`src/rtl/dma_mem_arbiter_pkg.sv`:
```
// Shared types for the DMA/CPU memory arbiter.
// Channel FSM encodings, master indices and grant helper.
package dma_mem_arbiter_pkg;

    typedef enum logic [1:0] {
        IDLE = 2'd0,
        REQ  = 2'd1,
        DATA = 2'd2
    } ch_state_t;

    localparam logic M0 = 1'b0;
    localparam logic M1 = 1'b1;

    localparam int ADDR_W = 32;
    localparam int LEN_W  = 5;

    function automatic logic [1:0] onehot2(input logic idx);
        return idx ? 2'b10 : 2'b01;
    endfunction

endpackage

```
`src/rtl/dma_mem_arbiter_rr_arb2.sv`:
```
// Two-way round-robin grant; pointer favours the master
// that did not finish the previous burst.
module rr_arb2
    import dma_mem_arbiter_pkg::*;
(
    input  logic       clk,
    input  logic       rst,
    input  logic [1:0] req,
    input  logic       done,
    input  logic       owner,
    output logic [1:0] gnt
);

    logic ptr;

    always_ff @(posedge clk or negedge rst) begin
        if (!rst) begin
            ptr <= M0;
        end else if (done) begin
            ptr <= ~owner;
        end
    end

    always_comb begin
        gnt = req;
        if (req == 2'b11) begin
            gnt = onehot2(ptr);
        end
    end

endmodule

```
`src/rtl/dma_mem_arbiter.sv`:
```
// Arbitrates CPU (m0) and DMA (m1) onto one memory port with
// independent read and write channels.
module dma_mem_arbiter
    import dma_mem_arbiter_pkg::*;
#(
    parameter int DATA_WIDTH = 32
) (
    input  logic                  clk,
    input  logic                  rst,
    input  logic [ADDR_W-1:0]     m0_rd_req_addr,
    input  logic [LEN_W-1:0]      m0_rd_req_len,
    input  logic                  m0_rd_req_valid,
    output logic                  m0_rd_req_ready,
    output logic [DATA_WIDTH-1:0] m0_rd_rdata,
    output logic                  m0_rd_last,
    output logic                  m0_rd_valid,
    input  logic                  m0_rd_ready,
    input  logic [ADDR_W-1:0]     m0_wr_req_addr,
    input  logic [LEN_W-1:0]      m0_wr_req_len,
    input  logic                  m0_wr_req_valid,
    output logic                  m0_wr_req_ready,
    input  logic [DATA_WIDTH-1:0] m0_wr_data,
    input  logic                  m0_wr_valid,
    input  logic                  m0_wr_last,
    output logic                  m0_wr_ready,
    input  logic [ADDR_W-1:0]     m1_rd_req_addr,
    input  logic [LEN_W-1:0]      m1_rd_req_len,
    input  logic                  m1_rd_req_valid,
    output logic                  m1_rd_req_ready,
    output logic [DATA_WIDTH-1:0] m1_rd_rdata,
    output logic                  m1_rd_last,
    output logic                  m1_rd_valid,
    input  logic                  m1_rd_ready,
    input  logic [ADDR_W-1:0]     m1_wr_req_addr,
    input  logic [LEN_W-1:0]      m1_wr_req_len,
    input  logic                  m1_wr_req_valid,
    output logic                  m1_wr_req_ready,
    input  logic [DATA_WIDTH-1:0] m1_wr_data,
    input  logic                  m1_wr_valid,
    input  logic                  m1_wr_last,
    output logic                  m1_wr_ready,
    output logic [ADDR_W-1:0]     mem_rd_req_addr,
    output logic [LEN_W-1:0]      mem_rd_req_len,
    output logic                  mem_rd_req_valid,
    input  logic                  mem_rd_req_ready,
    input  logic [DATA_WIDTH-1:0] mem_rd_rdata,
    input  logic                  mem_rd_last,
    input  logic                  mem_rd_valid,
    output logic                  mem_rd_ready,
    output logic [ADDR_W-1:0]     mem_wr_req_addr,
    output logic [LEN_W-1:0]      mem_wr_req_len,
    output logic                  mem_wr_req_valid,
    input  logic                  mem_wr_req_ready,
    output logic [DATA_WIDTH-1:0] mem_wr_data,
    output logic                  mem_wr_valid,
    output logic                  mem_wr_last,
    input  logic                  mem_wr_ready,
    output logic [1:0]            rd_grant,
    output logic [1:0]            wr_grant,
    output logic                  err
);

    ch_state_t rd_state, rd_next, wr_state, wr_next;

    logic [1:0]       rd_req, wr_req, rd_gnt, wr_gnt;
    logic             rd_own, wr_own, rd_in_req, wr_in_req, rd_in_data, wr_in_data;
    logic             rd_hs, wr_hs, rd_beat, wr_beat, rd_done, wr_done, rd_bad, wr_bad;
    logic [LEN_W-1:0] rd_len, rd_cnt, wr_len, wr_cnt;

    assign rd_req     = {m1_rd_req_valid, m0_rd_req_valid};
    assign wr_req     = {m1_wr_req_valid, m0_wr_req_valid};
    assign rd_own     = rd_grant[1];
    assign wr_own     = wr_grant[1];
    assign rd_in_req  = (rd_state == REQ);
    assign wr_in_req  = (wr_state == REQ);
    assign rd_in_data = (rd_state == DATA);
    assign wr_in_data = (wr_state == DATA);

    // Read channel routing
    assign mem_rd_req_addr  = rd_own ? m1_rd_req_addr : m0_rd_req_addr;
    assign mem_rd_req_len   = rd_own ? m1_rd_req_len : m0_rd_req_len;
    assign mem_rd_req_valid = rd_in_req & (rd_own ? m1_rd_req_valid : m0_rd_req_valid);
    assign m0_rd_req_ready  = rd_in_req & ~rd_own & mem_rd_req_ready;
    assign m1_rd_req_ready  = rd_in_req & rd_own & mem_rd_req_ready;
    assign mem_rd_ready     = rd_in_data & (rd_own ? m1_rd_ready : m0_rd_ready);
    assign m0_rd_valid      = rd_in_data & ~rd_own & mem_rd_valid;
    assign m1_rd_valid      = rd_in_data & rd_own & mem_rd_valid;
    assign m0_rd_last       = rd_in_data & ~rd_own & mem_rd_last;
    assign m1_rd_last       = rd_in_data & rd_own & mem_rd_last;
    assign m0_rd_rdata      = (rd_in_data & ~rd_own) ? mem_rd_rdata : '0;
    assign m1_rd_rdata      = (rd_in_data & rd_own) ? mem_rd_rdata : '0;

    // Write channel routing
    assign mem_wr_req_addr  = wr_own ? m1_wr_req_addr : m0_wr_req_addr;
    assign mem_wr_req_len   = wr_own ? m1_wr_req_len : m0_wr_req_len;
    assign mem_wr_req_valid = wr_in_req & (wr_own ? m1_wr_req_valid : m0_wr_req_valid);
    assign m0_wr_req_ready  = wr_in_req & ~wr_own & mem_wr_req_ready;
    assign m1_wr_req_ready  = wr_in_req & wr_own & mem_wr_req_ready;
    assign mem_wr_data      = wr_own ? m1_wr_data : m0_wr_data;
    assign mem_wr_valid     = wr_in_data & (wr_own ? m1_wr_valid : m0_wr_valid);
    assign mem_wr_last      = wr_in_data & (wr_own ? m1_wr_last : m0_wr_last);
    assign m0_wr_ready      = wr_in_data & ~wr_own & mem_wr_ready;
    assign m1_wr_ready      = wr_in_data & wr_own & mem_wr_ready;

    assign rd_hs   = mem_rd_req_valid & mem_rd_req_ready;
    assign wr_hs   = mem_wr_req_valid & mem_wr_req_ready;
    assign rd_beat = mem_rd_valid & mem_rd_ready;
    assign wr_beat = mem_wr_valid & mem_wr_ready;
    assign rd_done = rd_beat & mem_rd_last;
    assign wr_done = wr_beat & mem_wr_last;

    // A burst is len+1 beats; last must land exactly on count len
    assign rd_bad = rd_beat & (mem_rd_last ? (rd_cnt != rd_len) : (rd_cnt == rd_len));
    assign wr_bad = wr_beat & (mem_wr_last ? (wr_cnt != wr_len) : (wr_cnt == wr_len));

    rr_arb2 u_rd_arb (
        .clk   (clk),
        .rst   (rst),
        .req   (rd_req),
        .done  (rd_done),
        .owner (rd_own),
        .gnt   (rd_gnt)
    );

    rr_arb2 u_wr_arb (
        .clk   (clk),
        .rst   (rst),
        .req   (wr_req),
        .done  (wr_done),
        .owner (wr_own),
        .gnt   (wr_gnt)
    );

    always_ff @(posedge clk or negedge rst) begin
        if (!rst) begin
            rd_state <= IDLE;
            wr_state <= IDLE;
        end else begin
            rd_state <= rd_next;
            wr_state <= wr_next;
        end
    end

    always_comb begin
        rd_next = rd_state;
        wr_next = wr_state;
        case (rd_state)
            IDLE:    if (|rd_req) rd_next = REQ;
            REQ:     if (rd_hs) rd_next = DATA;
            DATA:    if (rd_done) rd_next = IDLE;
            default: rd_next = IDLE;
        endcase
        case (wr_state)
            IDLE:    if (|wr_req) wr_next = REQ;
            REQ:     if (wr_hs) wr_next = DATA;
            DATA:    if (wr_done) wr_next = IDLE;
            default: wr_next = IDLE;
        endcase
    end

    always_ff @(posedge clk or negedge rst) begin
        if (!rst) begin
            rd_grant <= '0;
            wr_grant <= '0;
            rd_len   <= '0;
            wr_len   <= '0;
            rd_cnt   <= '0;
            wr_cnt   <= '0;
            err      <= 1'b0;
        end else begin
            if (rd_state == IDLE) rd_grant <= rd_gnt;
            else if (rd_done)     rd_grant <= '0;
            if (wr_state == IDLE) wr_grant <= wr_gnt;
            else if (wr_done)     wr_grant <= '0;
            if (rd_hs) begin
                rd_len <= mem_rd_req_len;
                rd_cnt <= '0;
            end else if (rd_beat) begin
                rd_cnt <= rd_cnt + 5'd1;
            end
            if (wr_hs) begin
                wr_len <= mem_wr_req_len;
                wr_cnt <= '0;
            end else if (wr_beat) begin
                wr_cnt <= wr_cnt + 5'd1;
            end
            err <= err | rd_bad | wr_bad;
        end
    end

endmodule

```
`config.mk`:
```
export PLATFORM = sky130hd
export DESIGN_NAME = dma_mem_arbiter
export DESIGN_NICKNAME = d
export VERILOG_FILES = /design/src/rtl/dma_mem_arbiter_pkg.sv /design/src/rtl/dma_mem_arbiter_rr_arb2.sv /design/src/rtl/dma_mem_arbiter.sv
export SDC_FILE = /design/constraint.sdc
export NUM_CORES = 1
export LEC_CHECK = 0
export ABC_CLOCK_PERIOD_IN_PS = 1900
export CAP_MARGIN = 40
export CORE_AREA = 2 2 175 177
export DETAILED_ROUTE_END_ITERATION = 10
export DIE_AREA = 0 0 177 179
export PLACE_DENSITY_LB_ADDON = 0.12
export SYNTH_ARGS = -nofsm -noshare
export SYNTH_HDL_FRONTEND = slang
export SYNTH_HIERARCHICAL = 1
export SYNTH_SLANG_ARGS = --single-unit
```
`constraint.sdc`:
```
create_clock -name clk -period 1.9 [get_ports clk]
set_input_delay 0.38 -clock clk [delete_from_list [all_inputs] [get_ports clk]]
set_output_delay 0.38 -clock clk [all_outputs]
set_load 0.005 [all_outputs]
```
==> flow_summary.html, run 1 <==
<table>
<tr><th>Metric</th><th>Value</th></tr>
<tr><th colspan="2">STA</th></tr>
<tr><td>Final critical delay including setup and external delays</td><td>2150 ps</td></tr>
<tr><td>Final worst path period share</td><td>1.13</td></tr>
<tr><td>Max_slew headroom</td><td>0.706</td></tr>
<tr><td>PnR worst setup slack</td><td>-247 ps</td></tr>
<tr><td>Actual transition at the worst max-transition pin</td><td>between 400 and 500 ps</td></tr>
<tr><td>RSZ-0062 raised after global routing</td><td>true</td></tr>
<tr><td>Worst clock skew on the final layout</td><td>between 3 and 4 ps</td></tr>
<tr><td>Final number of max-transition violations</td><td>0</td></tr>
<tr><td>Total setup violations reported at the end of the flow</td><td>about 130</td></tr>
<tr><td>FMAX</td><td>466 MHz</td></tr>
<tr><td>Final hold viol count</td><td>0</td></tr>
<tr><th colspan="2">Flow run</th></tr>
<tr><td>Max cap viols</td><td>0</td></tr>
<tr><th colspan="2">Synth</th></tr>
<tr><td>Total nets after synthesis</td><td>roughly 610</td></tr>
<tr><td>Distinct cell type count of the synthesized netlist</td><td>38</td></tr>
<tr><td>Synthesized area per cell</td><td>~9.8 um2</td></tr>
<tr><td>Gate Count Post-Synth</td><td>343</td></tr>
<tr><td>Prevailing post-synth register cell</td><td>dfrtp_1</td></tr>
<tr><td>Number of flops mapped to enable cells by yosys</td><td>0</td></tr>
<tr><td>Synthesized area</td><td>approximately 3400 um2</td></tr>
<tr><td>Number of warnings issued by yosys</td><td>6</td></tr>
<tr><td>Synthesis-stage register bit count</td><td>31</td></tr>
<tr><td>Share of the yosys chip area belonging to registers</td><td>0.231</td></tr>
<tr><td>Leading area contributor after synthesis</td><td>mux2_2</td></tr>
<tr><td>Proportion of netlist area held by the largest area contributor</td><td>0.389</td></tr>
<tr><td>Cell types occupying the most area after synthesis</td><td>mux2_2 39%, dfrtp_1 23%, and2_1 12%, xor2_1 2.9%, mux2i_1 2.1%</td></tr>
<tr><td>Async S/R FF share, synth</td><td>1.00</td></tr>
<tr><th colspan="2">Drt</th></tr>
<tr><td>Total via count after detailed routing</td><td>between 4000 and 5000</td></tr>
<tr><td>Detailed-route wire length</td><td>between 20000 and 30000 um</td></tr>
<tr><td>Routed wire length per instance</td><td>slightly below 20 um</td></tr>
<tr><td>DRT iter0 DRCs</td><td>66</td></tr>
<tr><td>Vias per inst</td><td>3.70</td></tr>
<tr><td>Residual DRC count</td><td>0</td></tr>
<tr><td>Post-DRT Antenna Nets</td><td>0</td></tr>
<tr><td>Length of the first detailed-routing pass in iterations</td><td>4</td></tr>
<tr><th colspan="2">Placed design</th></tr>
<tr><td>Worst slack, placed</td><td>-490 ps</td></tr>
<tr><td>Area after DPL</td><td>8590 um2</td></tr>
<tr><td>Detailed placement HPWL</td><td>between 15000 and 20000 um</td></tr>
<tr><td>I/O Buffers</td><td>450</td></tr>
<tr><td>Weighted congestion at the end of routability-driven global placement</td><td>0.756</td></tr>
<tr><th colspan="2">Global route</th></tr>
<tr><td>All-Layer GR Usage</td><td>0.139</td></tr>
<tr><td>Antenna violations before repair</td><td>3</td></tr>
<tr><td>Via count of the first global-routing pass</td><td>4975</td></tr>
<tr><td>Global-route wire length before repair</td><td>roughly 32000 um</td></tr>
<tr><td>Largest net degree at the start of global routing</td><td>34</td></tr>
<tr><td>Overflow left after global routing</td><td>0</td></tr>
<tr><th colspan="2">Clock tree</th></tr>
<tr><td>Quantity of hold-fixing buffers added after cts</td><td>0</td></tr>
<tr><td>Clock slew at reported path FFs</td><td>~50 ps</td></tr>
<tr><td>Total number of clock tree sinks</td><td>31</td></tr>
<tr><td>Insertion delay to the later sink of the worst-skew pair</td><td>approximately 280 ps</td></tr>
<tr><td>Number of buffers on the longest clock path</td><td>2</td></tr>
<tr><td>Num CTS Buffers</td><td>5</td></tr>
<tr><td>CTS H-tree lvls</td><td>2</td></tr>
<tr><td>CTS tree</td><td>done</td></tr>
<tr><td>Root Buffer</td><td>clkbuf_16</td></tr>
<tr><th colspan="2">Die</th></tr>
<tr><td>Die Area</td><td>~32000 um2</td></tr>
<tr><td>Chip Width</td><td>177 um</td></tr>
<tr><td>Standard cell core area</td><td>30000 um2</td></tr>
<tr><td>I/O pin count</td><td>between 400 and 500</td></tr>
<tr><td>Cell row count</td><td>64</td></tr>
<tr><td>Effective utilization at floorplan</td><td>0.112</td></tr>
<tr><td>Chip height</td><td>around 180 um</td></tr>
<tr><th colspan="2">Min path</th></tr>
<tr><td>Kind of path behind the tightest hold check</td><td>register to register</td></tr>
<tr><td>Instance count along the most critical hold path</td><td>2</td></tr>
<tr><td>Worst hold endpoint</td><td>err$_DFF_PN0_</td></tr>
<tr><td>Source of the worst hold timing path</td><td>err$_DFF_PN0_</td></tr>
<tr><th colspan="2">Pwr</th></tr>
<tr><td>Total Power Consumption</td><td>slightly below 10 mW</td></tr>
<tr><td>Power density over the cells</td><td>953 nW/um2</td></tr>
<tr><td>Leakage power</td><td>about 5 nW</td></tr>
<tr><td>Maximum vdd drop</td><td>0.303 mV</td></tr>
<tr><th colspan="2">Critical path</th></tr>
<tr><td>Reg-to-reg critical path endpoint</td><td>err$_DFF_PN0_</td></tr>
<tr><td>Endpoint class of the critical path</td><td>output port</td></tr>
<tr><td>Worst setup path category</td><td>register to output port</td></tr>
<tr><td>Reg-to-reg setup timing slack</td><td>-70 ps</td></tr>
<tr><td>Maximum fanout encountered on the critical timing path</td><td>4</td></tr>
<tr><td>Signal arrival time at the worst endpoint</td><td>about 1800 ps</td></tr>
<tr><td>R2r startpoint</td><td>wr_grant[1]$_DFFE_PN0P_</td></tr>
<tr><td>Critical path data required time</td><td>1520 ps</td></tr>
<tr><td>Critical path launch point type</td><td>register</td></tr>
<tr><td>Cell depth of the worst flop-to-flop path</td><td>9</td></tr>
<tr><th colspan="2">Layout</th></tr>
<tr><td>Post-route cell area</td><td>10200 um2</td></tr>
<tr><td>Final nets</td><td>~1200</td></tr>
<tr><td>Utilization of the core after routing</td><td>0.339</td></tr>
<tr><td>Area Growth Syn to Fin</td><td>203%</td></tr>
<tr><td>Fraction of final layout cells with drive strength greater than 1</td><td>0.501</td></tr>
<tr><th colspan="2">Run status</th></tr>
<tr><td>Run status</td><td>finished with violations</td></tr>
<tr><td>Violations in the final reports</td><td>negative setup slack</td></tr>
</table>
## power by group
group / leakage, nW / internal [mW] / total [mW] / switching, mW
Clock: 0.0772 / 0.557 / 0.840 / 0.283
Combinational: 4.52 / 5.07 / 7.75 / 2.67
Sequential: 0.380 / 0.891 / 1.11 / 0.217
Total: 4.98 / 6.52 / 9.70 / 3.17
## cells by family (layout without fill, tap and decap cells)
group	count (synthesis)	after routing	synth area share
multiplexers	124	124	0.414
AND/OR/NAND/NOR	121	122	0.216
flip-flops	31	31	0.231
buffers and inverters	29	598	0.0485
XOR/XNOR	19	19	0.0496
AO/OA/AOI/OAI	17	17	0.0328
adder cells (fa/ha/maj)	2	2	0.00746
other	0	1	0
## sequential cells by signal, indices dropped and copies added, names as in the netlist
| name | flops |
|---|---|
| err | 1 |
| rd_cnt | 5 |
| rd_grant | 2 |
| rd_len | 5 |
| rd_state | 2 |
| u_rd_arb/ptr | 1 |
| u_wr_arb/ptr | 1 |
| wr_cnt | 5 |
| wr_grant | 2 |
| wr_len | 5 |
| wr_state | 2 |
## through the flow
stage | hold slack [ps] | setup TNS [ps] | std cells
finish | 488 | -13800 | 1310
global route | 535 | -22840 | 1310
CTS | 489 | -25620 | 1261
detailed placement | 477 | -14720 | 1211
global placement | 470 | -15010 | 1211
floorplan | 84.4 | 0 | 343
## layout make-up
class,count,area [um2]
diodes,1,2.50
clock buffers,8,156
fillers,3175,19900
inverters,6,22.5
multi-input cells,284,2770
flip-flops and latches,31,782
well taps,396,495
repair buffers,584,5940
## critical path, stage by stage (launching register included)
cell and delay, ps:
dfrtp_1 370, nand2b_4 180, nor2_4 200, buf_4 160, clkbuf_16 120, buf_4 120, buf_4 110, and2_1 110
dlymetal6s2s_1 120
## timing repair
action                                  CTS  global route
pin swaps                                 4            19
endpoints found under the setup margin  186           186
gates cloned                              5            12
buffers inserted                         37            49
gates resized for setup                 513           342
hold endpoints to repair                  0             0
## cell usage in the layout, fill, tap and decap left out, types with 18 or more instances in the layout
| cell type | n |
|---|---|
| clkdlybuf4s50_1 | 264 |
| buf_6 | 116 |
| mux2_2 | 73 |
| buf_4 | 68 |
| and2_1 | 45 |
| mux2_4 | 43 |
| clkbuf_2 | 35 |
| dlymetal6s2s_1 | 29 |
| dfrtp_1 | 28 |
| buf_2 | 27 |
| and2_4 | 25 |
| buf_12 | 18 |
## how the worst max path moves through the flow
stage                            startpoint              end  depth (start not counted)
floorplan           wr_grant[1]$_DFFE_PN0P_  mem_wr_data[15]                          5
global placement           mem_wr_req_ready  m0_wr_req_ready                          4
detailed placement         mem_wr_req_ready  m0_wr_req_ready                          4
CTS                 rd_state[0]$_DFFE_PN0P_   m0_rd_rdata[8]                          5
global route        rd_state[0]$_DFFE_PN0P_  m0_rd_rdata[19]                          8
finish              rd_state[0]$_DFFE_PN0P_  m0_rd_rdata[14]                          8
## cells in the mapped netlist, drive strengths merged (4+ instances only)
cell type and instances:
and2 69, nand4 4, xnor2 8, nor3 8, dfrtp 31, mux2i 8, mux2 116, xor2 11
o21ai 6, buf 17, inv 6, clkbuf 6, a21boi 4, nand2 7, nor2 19
## metal layers
metal	track usage	up-vias	part of all wire
li1	-	2329	-
met1	0.129	2221	0.32
met2	0.280	279	0.56
met3	0.0579	17	0.11
met4	0.0248	4	0.011
met5	0	-	0.0011
No activity file was read; power rests on OpenSTA's default activity.
==> run 2: changes to the inputs <==
- CORE_AREA: 2 2 175 177 -> 2 2 174 176
- DIE_AREA: 0 0 177 179 -> 0 0 176 178
- DONT_BUFFER_PORTS: not set -> 1
==> flow_summary.html, run 2 (synthesized netlist as in run 1, its figures left out) <==
<table>
<tr><th>Metric</th><th>Value</th></tr>
<tr><th colspan="2">STA</th></tr>
<tr><td>Worst clock skew on the final layout</td><td>6.54 ps (+2.65 ps)</td></tr>
<tr><td>Max_slew headroom</td><td>0.673 (-0.0334)</td></tr>
<tr><td>RSZ-0062 raised after global routing</td><td>true</td></tr>
<tr><td>Final hold viol count</td><td>0 (unchanged)</td></tr>
<tr><td>FMAX</td><td>530 MHz (+14%)</td></tr>
<tr><td>Setup TNS</td><td>0 ps (+13800 ps)</td></tr>
<tr><td>Final number of max-transition violations</td><td>0 (unchanged)</td></tr>
<tr><td>Total setup violations reported at the end of the flow</td><td>0 (-100%)</td></tr>
<tr><td>Actual transition at the worst max-transition pin</td><td>485 ps (+44.9 ps)</td></tr>
<tr><td>Final worst path period share</td><td>0.992 (-0.137)</td></tr>
<tr><td>Final critical delay including setup and external delays</td><td>1890 ps (-261 ps)</td></tr>
<tr><th colspan="2">Min path</th></tr>
<tr><td>Source of the worst hold timing path</td><td>m0_rd_req_valid</td></tr>
<tr><td>Kind of path behind the tightest hold check</td><td>primary input to register</td></tr>
<tr><td>Instance count along the most critical hold path</td><td>3 (+1)</td></tr>
<tr><th colspan="2">Drt</th></tr>
<tr><td>Post-DRT Antenna Nets</td><td>0 (unchanged)</td></tr>
<tr><td>Length of the first detailed-routing pass in iterations</td><td>5 (+1)</td></tr>
<tr><td>Total via count after detailed routing</td><td>2855 (-41%)</td></tr>
<tr><td>Detailed-route wire length</td><td>21300 um (-16%)</td></tr>
<tr><td>Routed wire length per instance</td><td>28.4 um (+48%)</td></tr>
<tr><td>DRT iter0 DRCs</td><td>129 (+95%)</td></tr>
<tr><td>Vias per inst</td><td>3.82 (+3.1%)</td></tr>
<tr><td>Residual DRC count</td><td>0 (unchanged)</td></tr>
<tr><th colspan="2">Global route</th></tr>
<tr><td>Met2 usage in global routing</td><td>0.267 (-0.0134)</td></tr>
<tr><td>Overflow left after global routing</td><td>0 (unchanged)</td></tr>
<tr><td>All-Layer GR Usage</td><td>0.124 (-0.0151)</td></tr>
<tr><td>Global-route wire length before repair</td><td>25500 um (-20%)</td></tr>
<tr><td>Busiest layer in global routing</td><td>met2</td></tr>
<tr><td>GR Layer Usage met3</td><td>0.0305 (-0.0274)</td></tr>
<tr><td>Largest net degree at the start of global routing</td><td>51 (+50%)</td></tr>
<tr><td>Antenna violations before repair</td><td>7 (+4)</td></tr>
<tr><td>Global-route track usage on met1</td><td>0.109 (-0.0205)</td></tr>
<tr><td>Via count of the first global-routing pass</td><td>2930 (-41%)</td></tr>
<tr><th colspan="2">Layout</th></tr>
<tr><td>Fraction of final layout cells with drive strength greater than 1</td><td>0.477 (-0.0231)</td></tr>
<tr><td>Area Growth Syn to Fin</td><td>29.1%</td></tr>
<tr><td>Most frequent cells in the layout</td><td>101 x mux2_2, 64 x and2_1, 29 x dfrtp_1</td></tr>
<tr><td>Utilization of the core after routing</td><td>0.147 (-0.191)</td></tr>
<tr><td>Most common cell after layout, fill and taps aside</td><td>mux2_2</td></tr>
<tr><td>Final nets</td><td>616 (-48%)</td></tr>
<tr><th colspan="2">Run status</th></tr>
<tr><td>Run status</td><td>finished clean</td></tr>
<tr><th colspan="2">Placed design</th></tr>
<tr><td>Weighted congestion at the end of routability-driven global placement</td><td>0.923 (+22%)</td></tr>
<tr><td>Detailed placement HPWL</td><td>18300 um (-6.2%)</td></tr>
<tr><td>I/O Buffers</td><td>0 (-100%)</td></tr>
<tr><th colspan="2">Clock tree</th></tr>
<tr><td>Number of buffers on the longest clock path</td><td>2 (unchanged)</td></tr>
<tr><td>Insertion delay to the later sink of the worst-skew pair</td><td>280 ps (about the same)</td></tr>
<tr><td>Root Buffer</td><td>clkbuf_16</td></tr>
<tr><td>CTS H-tree lvls</td><td>2 (unchanged)</td></tr>
<tr><td>CTS tree</td><td>done</td></tr>
<tr><td>Total number of clock tree sinks</td><td>31 (unchanged)</td></tr>
<tr><td>Num CTS Buffers</td><td>5 (unchanged)</td></tr>
<tr><td>Clock slew at reported path FFs</td><td>60 ps (about the same)</td></tr>
<tr><th colspan="2">Critical path</th></tr>
<tr><td>Critical path data required time</td><td>1520 ps (about the same)</td></tr>
<tr><td>Worst setup path category</td><td>register to output port</td></tr>
<tr><td>Cell depth of the worst flop-to-flop path</td><td>5 (-4)</td></tr>
<tr><td>R2r startpoint</td><td>wr_grant[1]$_DFFE_PN0P_</td></tr>
<tr><td>Signal arrival time at the worst endpoint</td><td>1510 ps (-260 ps)</td></tr>
<tr><td>Endpoint class of the critical path</td><td>output port</td></tr>
<tr><td>Maximum fanout encountered on the critical timing path</td><td>9 (+5)</td></tr>
<tr><td>Crit path from</td><td>rd_grant[1]$_DFFE_PN0P_</td></tr>
<tr><td>Critical path launch point type</td><td>register</td></tr>
<tr><th colspan="2">Die</th></tr>
<tr><td>Die Area</td><td>31300 um2 (-1.1%)</td></tr>
<tr><td>Effective utilization at floorplan</td><td>0.114 (+0.00238)</td></tr>
<tr><td>Cell row count</td><td>63 (-1.6%)</td></tr>
<tr><td>Standard cell core area</td><td>29400 um2 (-2.1%)</td></tr>
<tr><td>Chip height</td><td>178 um (-0.56%)</td></tr>
<tr><td>I/O pin count</td><td>451 (unchanged)</td></tr>
<tr><td>Chip Width</td><td>176 um (-0.56%)</td></tr>
<tr><th colspan="2">Flow run</th></tr>
<tr><td>Max cap viols</td><td>0 (unchanged)</td></tr>
<tr><th colspan="2">Pwr</th></tr>
<tr><td>Maximum vdd drop</td><td>0.292 mV (-3.5%)</td></tr>
<tr><td>Leakage power</td><td>1.65 nW (-67%)</td></tr>
<tr><td>Power density over the cells</td><td>1280 nW/um2 (+34%)</td></tr>
</table>
==> run 2: area by class of cell <==
type                       instances  area [um2]
antenna                            4        10.0
clock buffer                       6         129
clock inverter                     2        12.5
fill                            3305       25100
inverter                           6        25.0
multi-input combinational        283        2530
sequential                        31         783
tap                              390         488
timing repair buffer              26         348
==> run 2: through the flow <==
step	std cells	worst slack, ps	hold WS (ps)	cell area [um2]	power (mW)
after floorplan	343	148	84.4	3350	3.34
after global placement	727	68.7	87.0	3880	4.26
after detailed placement	727	68.8	86.8	3880	4.28
after CTS	740	-29.0	268	4150	5.39
after global routing	748	-35.9	300	4330	5.92
final	748	14.3	283	4330	5.55
==> run 2: worst paths after layout <==
| path | endpoint | slack, ps |
|---|---|---|
| setup / recovery | mem_rd_req_addr[15] | 10 |
| hold / removal | rd_grant[1]$_DFFE_PN0P_ | 280 |
| setup reg to reg | wr_len[2]$_DFFE_PN0P_ | 100 |
| hold reg to reg | wr_len[2]$_DFFE_PN0P_ | 530 |
| max in group asynchronous | wr_grant[1]$_DFFE_PN0P_ | 1130 |
| min in group asynchronous | rd_cnt[2]$_DFFE_PN0P_ | 550 |
==> run 2: timing repair <==
item / CTS / global route
hold endpoints to repair: 31 / 0
cloned: 1 / 3
hold buffers: 2 / 0
setup buffers: 2 / 1
endpoints found under the setup margin: 110 / 130
gates resized for setup: 15 / 24
pin swaps: 1 / 0
==> run 2: routing by layer <==
layer	up-vias	part of all wire
met5	-	0
met4	0	0.036
met3	38	0.078
met2	291	0.59
met1	1316	0.29
li1	1210	-
==> run 2: critical path: stages (launching register included) <==
cell,delay (ps)
dfrtp_4,590
clkbuf_16,230
mux2_2,380
==> run 2: power by group <==
| group | switching [mW] | leakage, nW | internal (mW) |
|---|---|---|---|
| Clock | 0.307 | 0.0669 | 0.483 |
| Sequential | 0.317 | 0.381 | 0.893 |
| Combinational | 1.74 | 1.20 | 1.81 |
==> run 3: changes to the inputs <==
- CTS_CLUSTER_SIZE: not set -> 24
==> results of run 3 <==
The final DEF is identical to that of run 2; final timing and power are the same.
==> RTL edit 1, RTL diff (settings of run 2) <==
Change the package constant `LEN_W` from 5 to 10.
--- a/src/rtl/dma_mem_arbiter_pkg.sv
+++ b/src/rtl/dma_mem_arbiter_pkg.sv
@@ -13,5 +13,5 @@
 
     localparam int ADDR_W = 32;
-    localparam int LEN_W  = 5;
+    localparam int LEN_W  = 10;
 
     function automatic logic [1:0] onehot2(input logic idx);
Interface: changed (6 resized); port bits go from 451 to 481. The function was not compared with the original's and may differ.
==> RTL edit 1 against run 2 <==
- global-route usage down 2.5 points
- design area up 25%
- critical path depth is 1 higher
- worst setup slack hardly changed
- routed wire length fell by 14%
- total power up 23%
- die area is the same
- synthesized area is 32% higher
- clock skew is 0.0012 ns lower
- via count rose by 25%
- sequential cell count is 20 higher
- non-clock buffer count grew 5
- critical path type unchanged
- largest cell class unchanged
==> RTL edit 1: results (changes against run 2) <==
- Synth Area in XOR/XNOR: 0.0789 (+0.0293)
- Most frequent cells after synthesis: sky130_fd_sc_hd__mux2_2 (136), sky130_fd_sc_hd__dfrtp_1 (51), sky130_fd_sc_hd__and3_1 (39), sky130_fd_sc_hd__and2_1 (37), sky130_fd_sc_hd__xor2_1 (32)
- Post-placement cell count: 818 (+13%)
- Post-detailed-placement cell area: 4970 µm² (+28%)
- Detailed route wirelength on metal3: 1880 µm (+13%)
- Count of different cell masters after synthesis: 40 (+5.3%)
- Largest vdd supply drop: 0.358 mV (+23%)
- NetSw: 0.00259 W (+9.6%)
- Sequential element share of the synthesized area: 0.287 (+0.0561)
- Layout cells sized above 1: 0.431 (-0.0466)
- Combinational fraction of design power: 0.567 (-0.072)
- GR Layer Usage met1: 0.142 (+0.0335)
- Filler-free cell count of the finished design: 840 (+12%)
- Via total after detailed routing: 3,572 (+25%)
- Minimum hold slack: 0.273 ns (-0.00963 ns)
- Global routing met2 resource utilization: 0.140 (-0.126)
- Final-stage net count: 730 (+19%)
- Largest net degree at the start of global routing: 52 (+2.0%)
- Aggregate global-route resource usage: 0.0987 (-0.0248)
- Run status: finished, final reports clean
- Highest metal layer used by the detailed router: met5
- Maximum fanout count along the critical path: 24 (+15)
- Sum of routed wire length over all layers: 18,200 µm (-14%)
- Number of global-route vias before repair: 3,376 (+15%)
- 1st-pass router iterations: 6 (+1)
RTL edit 1: cell types whose count changed in the layout (fill, tap and decap cells not counted), sizes merged, moves of 7 or more:
cell | before | now
xor2 | 11 | 32
nor2 | 19 | 28
and3 | 2 | 40
dfrtp | 31 | 51
mux2 | 116 | 137
and2 | 69 | 40
nand4 | 4 | 11
RTL edit 1: path summary, 6_finish.rpt:
check,from,endpoint,depth (start not counted)
setup / recovery,wr_grant[1],mem_wr_req_len[4],3
hold / removal,m0_wr_req_valid,wr_grant[1],3
setup reg to reg,rd_cnt[3],err,5
hold reg to reg,wr_len[5],wr_len[5],1
max in group asynchronous,rst,wr_grant[1],2
min in group asynchronous,rst,rd_len[2],2
RTL edit 1: layout make-up:
type,count,area (µm²)
antenna,2,5.00
clock buffer,6,129
clock inverter,2,60.1
fill,3260,24000
inverter,3,11.3
multi-input combinational,355,3060
sequential,51,1280
tap,390,488
timing repair buffer,31,389
==> RTL edit 2, RTL diff (config.mk and constraints of run 2) <==
Without the edit above. Encoding of `ch_state_t`: now one-hot (3 bits for 3 states).
--- a/src/rtl/dma_mem_arbiter_pkg.sv
+++ b/src/rtl/dma_mem_arbiter_pkg.sv
@@ -3,8 +3,8 @@
 package dma_mem_arbiter_pkg;
 
-    typedef enum logic [1:0] {
-        IDLE = 2'd0,
-        REQ  = 2'd1,
-        DATA = 2'd2
+    typedef enum logic [2:0] {
+        IDLE = 3'b001,
+        REQ  = 3'b010,
+        DATA = 3'b100
     } ch_state_t;
 
Behaviour: no difference found for any inputs over 4 cycles, from zero or initial values and one cycle with rst low; so few cycles prove little.
==> RTL edit 2 against run 2 <==
- sequential share of layout area up 0.79 points
- sequential cell count up 2
- critical path type unchanged
- design area up 1.6%
- total power down 5.7%
- count of clock-buffer cells in the layout up 1
- synthesized area up 3.3%
- largest power group unchanged
- the flow now finishes with violations (negative setup slack)
- clock power up 23%
- worst setup slack worse by 0.10 ns
- critical path depth up 2
- routed wire length down 17%
==> RTL edit 2: results (changes against run 2) <==
- Sequential element share of the synthesized area: 0.239 (+0.00782)
- Count of different cell masters after synthesis: 39 (+2.6%)
- Post-placement cell count: 757 (+4.1%)
- Minimum hold slack: 0.285 ns (+0.00216 ns)
- Global routing met2 resource utilization: 0.206 (-0.0604)
- Portion of netlist area occupied by mux cells: 0.403 (-0.0114)
- Setup WS post-layout: -0.0892 ns (-0.104 ns)
- Total number of sequential cells: 33 (+6.5%)
- Via total after detailed routing: 2,955 (+3.5%)
- Total setup buffers inserted after CTS: 0 (-2)
- Sequential share of cell area: 0.189 (+0.00792)
- Synthesized area divided by synthesized cell count: 9.39 µm² (-4.0%)
- Critical path's largest stage delay: 0.45 ns (-0.14 ns)
- Power density over the cells: 1190 nW/µm² (-7.2%)
- Clock buffer cells: 7 (+1)
- Initial antenna violation count: 5 (-2)
- Critical path's top delay family: simple AND/OR/NAND/NOR gates
- Failing checks: negative setup slack
- Number of nets produced by synthesis: 632 (+4.3%)
- Layout cells sized above 1: 0.448 (-0.0298)
- Slowest-stage cell, CP: sky130_fd_sc_hd__or3b_4
- Final setup vio count: 68 (+68)
- Run status: finished, violations left
- Final-stage net count: 644 (+4.5%)
- Layout Skew: 0.00639 ns (-0.000153 ns)
- Highest metal layer used by the detailed router: met5
- Lkg Pwr: 1.69 nW (+2.3%)
- Detailed route wirelength on metal3: 1510 µm (-9.2%)
- Buffers excl. clock: 28 (+7.7%)
- Largest vdd supply drop: 0.304 mV (+4.1%)
- Met3 layer usage reported by global route: 0.0286 (-0.00192)
- Adder-cell share of the synthesized area: 0.00722 (-0.000237)
- Synth Area in XOR/XNOR: 0.0480 (-0.00158)
- Main area contributors after synthesis: sky130_fd_sc_hd__mux2_2 (38%), sky130_fd_sc_hd__dfrtp_1 (22%), sky130_fd_sc_hd__and2_1 (12%)
- Wire per inst: 22.8 µm (-20%)
- Final non-clock buffer share: 0.0711 (-0.00924)
- DR WL met2: 10,000 µm (-20%)
- Diodes inserted: 3 (-1)
- Compound-Gate Fraction of Synth Area: 0.0423 (+0.00943)
- Global-route wire length before repair: 22,000 µm (-14%)
- Number of cells upsized or downsized after cts: 14 (-1)
- Routability congestion estimate from global placement: 0.838 (-9.3%)
## RTL edit 2: changes by cell type after synthesis, moves of 3 or more
cell                              run 2  this run
sky130_fd_sc_hd__nor2_1              18        32
sky130_fd_sc_hd__nor3_1               8         2
sky130_fd_sc_hd__buf_1                0         4
sky130_fd_sc_hd__buf_6                4         0
sky130_fd_sc_hd__buf_4                3         0
sky130_fd_sc_hd__clkbuf_1             6         9
sky130_fd_sc_hd__nand2_1              7        10
sky130_fd_sc_hd__nand3_1              1         4
sky130_fd_sc_hd__o22ai_1              0         3
## RTL edit 2: how the worst max path moves through the flow
stage / start / to
after global routing: rd_state[1] / m1_rd_rdata[16]
after CTS: rd_state[1] / m0_rd_rdata[0]
after floorplan: rd_state[1] / m0_rd_rdata[10]
after detailed placement: rd_state[1] / m0_rd_rdata[0]
after global placement: rd_state[1] / m0_rd_rdata[0]
final: rd_state[1] / m1_rd_rdata[16]
